## src/rtl/aperture_map_ctl.sv

```systemverilog
// Aperture register file for A8 page $D6 plus the sequencer that rebuilds the
// 256-bit page map one page per cycle after each control-register commit.
module aperture_map_ctl #(
  parameter int unsigned  NUM_AP         = 4,
  parameter logic [255:0] FIXED_PAGE_MAP = 256'h40
) (
  input  logic         clk200,
  input  logic         a8_rst,
  input  logic         wr_stb,
  input  logic [7:0]   wr_addr,
  input  logic [7:0]   wr_data,
  input  logic [7:0]   rd_addr,
  output logic [7:0]   rd_data,
  output logic [255:0] page_map,
  output logic         busy
);

  typedef enum logic [0:0] {StIdle, StSweep} state_e;

  localparam logic [3:0] OffStart = 4'h4;
  localparam logic [3:0] OffCount = 4'h5;
  localparam logic [3:0] OffCtrl  = 4'hF;

  logic [7:0]   regs_q [NUM_AP][16];
  logic [7:0]   snap_start_q [NUM_AP];
  logic [7:0]   snap_count_q [NUM_AP];
  logic [NUM_AP-1:0] snap_en_q;

  state_e       state_q, state_d;
  logic [7:0]   idx_q, idx_d;
  logic         busy_q, busy_d;
  logic         pending_q, pending_d;
  logic [255:0] shadow_q, shadow_d;
  logic [255:0] page_map_q, page_map_d;
  logic [7:0]   rd_data_q;

  logic [NUM_AP-1:0] wr_sel;
  logic         commit;
  logic         load_snap;
  logic         page_hit;
  logic [7:0]   rd_byte;
  logic [7:0]   fwd_start [NUM_AP];
  logic [7:0]   fwd_count [NUM_AP];
  logic [NUM_AP-1:0] fwd_en;

  // Writes to indices at or above NUM_AP match no wr_sel bit and are dropped.
  always_comb begin
    wr_sel = '0;
    for (int i = 0; i < NUM_AP; i++) begin
      wr_sel[i] = wr_stb && (wr_addr[7:4] == 4'(i));
    end
  end

  assign commit = (|wr_sel) && (wr_addr[3:0] == OffCtrl);

  // Snapshot sees the byte being written on the same edge.
  always_comb begin
    for (int i = 0; i < NUM_AP; i++) begin
      fwd_start[i] = (wr_sel[i] && wr_addr[3:0] == OffStart) ? wr_data : regs_q[i][OffStart];
      fwd_count[i] = (wr_sel[i] && wr_addr[3:0] == OffCount) ? wr_data : regs_q[i][OffCount];
      fwd_en[i]    = (wr_sel[i] && wr_addr[3:0] == OffCtrl) ? wr_data[0] : regs_q[i][OffCtrl][0];
    end
  end

  always_comb begin
    rd_byte = 8'h00;
    for (int i = 0; i < NUM_AP; i++) begin
      if (rd_addr[7:4] == 4'(i)) begin
        rd_byte = regs_q[i][rd_addr[3:0]];
      end
    end
  end

  // 9-bit end bound: no wrap past $FF, count of zero covers nothing.
  always_comb begin
    page_hit = 1'b0;
    for (int i = 0; i < NUM_AP; i++) begin
      if (snap_en_q[i] && (idx_q >= snap_start_q[i]) &&
          ({1'b0, idx_q} < ({1'b0, snap_start_q[i]} + {1'b0, snap_count_q[i]}))) begin
        page_hit = 1'b1;
      end
    end
  end

  always_comb begin
    state_d    = state_q;
    idx_d      = idx_q;
    busy_d     = busy_q;
    pending_d  = pending_q;
    shadow_d   = shadow_q;
    page_map_d = page_map_q;
    load_snap  = 1'b0;
    unique case (state_q)
      StIdle: begin
        if (commit) begin
          load_snap = 1'b1;
          idx_d     = 8'd0;
          busy_d    = 1'b1;
          state_d   = StSweep;
        end
      end
      StSweep: begin
        shadow_d[idx_q] = page_hit;
        if (commit) begin
          pending_d = 1'b1;
        end
        if (idx_q == 8'hFF) begin
          page_map_d = {page_hit, shadow_q[254:0]} | FIXED_PAGE_MAP;
          if (pending_q || commit) begin
            load_snap = 1'b1;
            idx_d     = 8'd0;
            pending_d = 1'b0;
          end else begin
            busy_d  = 1'b0;
            state_d = StIdle;
          end
        end else begin
          idx_d = idx_q + 8'd1;
        end
      end
      default: state_d = StIdle;
    endcase
  end

  always_ff @(posedge clk200) begin
    if (a8_rst) begin
      for (int i = 0; i < NUM_AP; i++) begin
        for (int j = 0; j < 16; j++) begin
          regs_q[i][j] <= 8'h00;
        end
        snap_start_q[i] <= 8'h00;
        snap_count_q[i] <= 8'h00;
      end
      snap_en_q  <= '0;
      state_q    <= StIdle;
      idx_q      <= 8'd0;
      busy_q     <= 1'b0;
      pending_q  <= 1'b0;
      shadow_q   <= '0;
      page_map_q <= FIXED_PAGE_MAP;
      rd_data_q  <= 8'h00;
    end else begin
      for (int i = 0; i < NUM_AP; i++) begin
        if (wr_sel[i]) begin
          regs_q[i][wr_addr[3:0]] <= wr_data;
        end
        if (load_snap) begin
          snap_start_q[i] <= fwd_start[i];
          snap_count_q[i] <= fwd_count[i];
        end
      end
      if (load_snap) begin
        snap_en_q <= fwd_en;
      end
      state_q    <= state_d;
      idx_q      <= idx_d;
      busy_q     <= busy_d;
      pending_q  <= pending_d;
      shadow_q   <= shadow_d;
      page_map_q <= page_map_d;
      rd_data_q  <= rd_byte;
    end
  end

  assign rd_data  = rd_data_q;
  assign page_map = page_map_q;
  assign busy     = busy_q;

endmodule

```

## config.mk

```make
export PLATFORM = sky130hd
export DESIGN_NAME = aperture_map_ctl
export DESIGN_NICKNAME = d
export VERILOG_FILES = /design/src/rtl/aperture_map_ctl.sv
export SDC_FILE = /design/constraint.sdc
export NUM_CORES = 2
export LEC_CHECK = 0
export CAP_MARGIN = 15
export CORE_MARGIN = 4
export CORE_UTILIZATION = 62
export CTS_CLUSTER_SIZE = 8
export DETAILED_ROUTE_END_ITERATION = 7
export GPL_ROUTABILITY_DRIVEN = 1
export GPL_TIMING_DRIVEN = 0
export MAX_ROUTING_LAYER = met4
export PLACE_DENSITY_LB_ADDON = 0.12
export SYNTH_ARGS = -nofsm -noshare
export SYNTH_HDL_FRONTEND = slang
export SYNTH_SLANG_ARGS = --single-unit
```

## constraint.sdc

```tcl
create_clock -name clk200 -period 8 [get_ports clk200]
set_input_delay 1.6 -clock clk200 [delete_from_list [all_inputs] [get_ports clk200]]
set_output_delay 1.6 -clock clk200 [all_outputs]
set_load 0.01 [all_outputs]
```

==> run metrics <==
result of the run=complete, no violations; IO buf count=281; sum of negative setup slack=0 ns; largest family of logic cells by synthesized area=simple AND/OR/NAND/NOR gates; average cell area after synthesis=10.1 sq um; CTS tree=done; maximum number of pins on one net before global-route repair=70; Core Area=around 75,000 sq um; clock insertion delay at the later pin of the skew report=about 0.76 ns; Mapped Area=between 40,000 and 50,000 sq um; Final HPWL DP=between 100 and 150 mm; data arrival time of the worst path=~6 ns; residual antenna-violating net count after detailed routing=0; layout-stage area growth over the synthesis result=18.4%; type of the worst min-delay path=flip-flop to flip-flop; ys async rst share=0; synthesis-stage register bit count=~1.1k; Final Instance Area=approximately 55,000 sq um; maximum operating frequency=roughly 180 MHz; number of filler cells placed in the layout=roughly 5.3k; Synth Warn #=0; total count of hold-check failures in the final report=0; global router's overall resource usage=0.385; global-route wire length before repair=around 220 mm; Gates resized, CTS repair=0; portion of synthesized cell area occupied by the leading cell type=0.335; compound-gate portion of the synthesized area=0.124; area of placed instances=just over 50,000 sq um; time the worst path needs with I/O delays and setup=5.55 ns; cell repeated most along the worst path=sky130_fd_sc_hd__clkbuf_1; post-synthesis cell type with the largest combined area=sky130_fd_sc_hd__dfxtp_1; number of distinct standard cells referenced by the synthesized netlist=59; net count after synthesis=between 4k and 5k; total grt overflow=0; number of max-slew violations in the final report=0; clock-pin slew on the worst setup and hold paths=about 0.050 ns; share of synthesized area occupied by flip-flops and latches=0.546; post-synthesis simple-gate area fraction=0.152; cells along the critical path=clkdlybuf4s50_1 -> clkbuf_1 -> clkbuf_1 -> clkbuf_1 -> clkbuf_1 -> o21bai_1; total number of vias=about 38k; final RePlAce weighted congestion=around 1; Max transition margin=0.184; number of vias per cell after detailed routing=around 6.3; category of the worst setup path launch point=input pin; category of the worst setup path capture point=flip-flop; worst hold slack=roughly 0.44 ns; number of rows created at floorplan=100; first drt pass iteration count=6; Pwr Density=226 nW/um^2; worst setup margin=approximately 2.4 ns; Worst Skew=between 0.02 and 0.03 ns; cell with the biggest individual delay on the critical path=sky130_fd_sc_hd__clkbuf_1; Max FO, Critical Path=10; setup repair after global routing missed its margin=no; critical path data required time=8.36 ns; count of mapped cells out of synthesis=4,597; start-to-end type of the worst setup path=input pin to flip-flop; starting density of the core=0.626; ratio of cells with drive above 1 in the final layout=0.0810; maximum clock path buffer count=3; via count of the first global-routing pass=roughly 36k; number of maximum-capacitance violations=0; most common flop cell mapped by yosys=sky130_fd_sc_hd__dfxtp_1; leakage power total=approximately 0.018 uW; portion of the clock cycle consumed by the worst path in the final layout=0.694; share of cell area taken by muxes after synthesis=0.109; area of the die=~80,000 sq um; initial detailed-routing violation count=4,435; post-synthesis adder-cell area fraction=0.0275; xor and xnor fraction of the mapped netlist area=0.00488; ports placed on the boundary=about 290; detailed-route wire length=around 150 mm; Crit path largest cell delay=between 0.9 and 1 ns; leading cell type in the layout, fill and taps excluded=sky130_fd_sc_hd__dfxtp_1; number of remaining DRC errors=0; vertical die dimension=282 microns; buffers inserted during post-CTS setup optimization=0; Worst Max-Slew Pin Slew=1.22 ns; maximum vdd drop=around 0.27 mV; number of enable flip-flop cells after synthesis=328; final-stage net count=5,170; worst setup slack after placement=roughly 2 ns; Clock Sink Count=1,108; most used cells in the layout excluding fill and tap cells=780 x sky130_fd_sc_hd__dfxtp_1, 693 x sky130_fd_sc_hd__nor2_1, 629 x sky130_fd_sc_hd__nand2_1, 559 x sky130_fd_sc_hd__a21oi_1, 354 x sky130_fd_sc_hd__clkbuf_1; depth of the CTS H-tree=4; Avg WL per Cell=24.8 microns; number of clock buffers inserted by TritonCTS=between 150 and 200; final setup violation count=0; Area contributors post-synth=sky130_fd_sc_hd__dfxtp_1 33%, sky130_fd_sc_hd__edfxtp_1 21%, sky130_fd_sc_hd__mux4_2 7.6%; # hold bufs at CTS=0; Clk Tree Root Cell=sky130_fd_sc_hd__clkbuf_16; number of antenna violations at the first check in global routing=4; die width=282 microns
==> logic make-up (layout without fill, tap and decap cells) <==
kind of cell,Yosys count,count (layout)
AND/OR/NAND/NOR,1668,1668
flip-flops,1108,1108
AO/OA/AOI/OAI,948,948
buffers and inverters,435,949
multiplexers,311,311
adder cells (fa/ha/maj),100,100
XOR/XNOR,26,26
other,1,5
==> critical path, delay by kind of cell <==
family / cells / cell delay [ns]
AOI/OAI and AO/OA: 1 / 0.55
buffers and inverters: 5 / 3.73
==> metrics by stage <==
step                      instances  total power (uW)   util
after floorplan                4597              6330      -
after global placement         5847              6540  0.680
after detailed placement       5851              6550  0.681
after CTS                      6077             12500  0.740
after global routing           6084             12800  0.741
final                          6084             12500  0.741
==> per-layer routing <==
layer | vias up | GRT usage | wire (microns)
met3 | 587 | 0.0716 | 13600
met2 | 2197 | 0.611 | 71700
met4 | 0 | 0.233 | 10400
met1 | 18300 | 0.460 | 55400
met5 | - | - | 0
li1 | 17100 | - | -
==> state kept, by name, summed over array words and instances, names as in the netlist, 4 cells and up <==
register	count
snap_en_q	4
snap_start_q	32
rd_data	8
shadow_q	254
idx_q	8
page_map	255
regs_q	512
snap_count_q	32
==> final timing paths <==
check | startpoint | endpoint | slack (ns) | cells after the start
worst max-delay path | a8_rst | regs_q[1][19] | 2.45 | 6
worst min-delay path | shadow_q[52] | page_map[52] | 0.44 | 2
worst max register to register | idx_q[4] | snap_count_q[2][5] | 3.79 | 7
worst min register to register | shadow_q[52] | page_map[52] | 0.44 | 2
==> final cells by class <==
cell class	count	area, sq um	share of cell area
inverter	54	203	0.00367
clock buffer	212	4120	0.0747
antenna	4	10.0	0.000181
clock inverter	14	285	0.00516
tap	969	1210	0.0219
sequential	1108	25500	0.461
buffer	381	1510	0.0273
multi-input combinational	3054	19500	0.353
timing repair buffer	288	2940	0.0533
==> synth_stat cells (7+ instances only) <==
cell,count
sky130_fd_sc_hd__dfxtp_1,780
sky130_fd_sc_hd__nor2_1,693
sky130_fd_sc_hd__nand2_1,629
sky130_fd_sc_hd__a21oi_1,559
sky130_fd_sc_hd__edfxtp_1,328
sky130_fd_sc_hd__clkbuf_1,300
sky130_fd_sc_hd__mux4_2,157
sky130_fd_sc_hd__a211oi_1,153
sky130_fd_sc_hd__mux2i_1,153
sky130_fd_sc_hd__and2_1,139
sky130_fd_sc_hd__a311oi_1,120
sky130_fd_sc_hd__ha_1,96
sky130_fd_sc_hd__nand3_1,71
sky130_fd_sc_hd__inv_1,54
sky130_fd_sc_hd__o21ai_0,44
sky130_fd_sc_hd__buf_1,38
sky130_fd_sc_hd__buf_2,34
sky130_fd_sc_hd__nand2b_1,24
sky130_fd_sc_hd__nor3_1,18
sky130_fd_sc_hd__or2_2,18
sky130_fd_sc_hd__o21bai_1,17
sky130_fd_sc_hd__a21o_1,16
sky130_fd_sc_hd__nand3b_1,15
sky130_fd_sc_hd__nor2b_1,15
sky130_fd_sc_hd__xnor2_1,15
sky130_fd_sc_hd__or3_1,11
sky130_fd_sc_hd__xor2_1,11
sky130_fd_sc_hd__nor2_4,10
sky130_fd_sc_hd__buf_4,9
sky130_fd_sc_hd__o22ai_1,7
==> report_power, final <==
group          switching [uW]  internal (uW)  total, uW
registers                36.0           5870       5910
logic                     375            182        556
clock network            2460           3580       6030
Power figures use the tool's default switching activity.
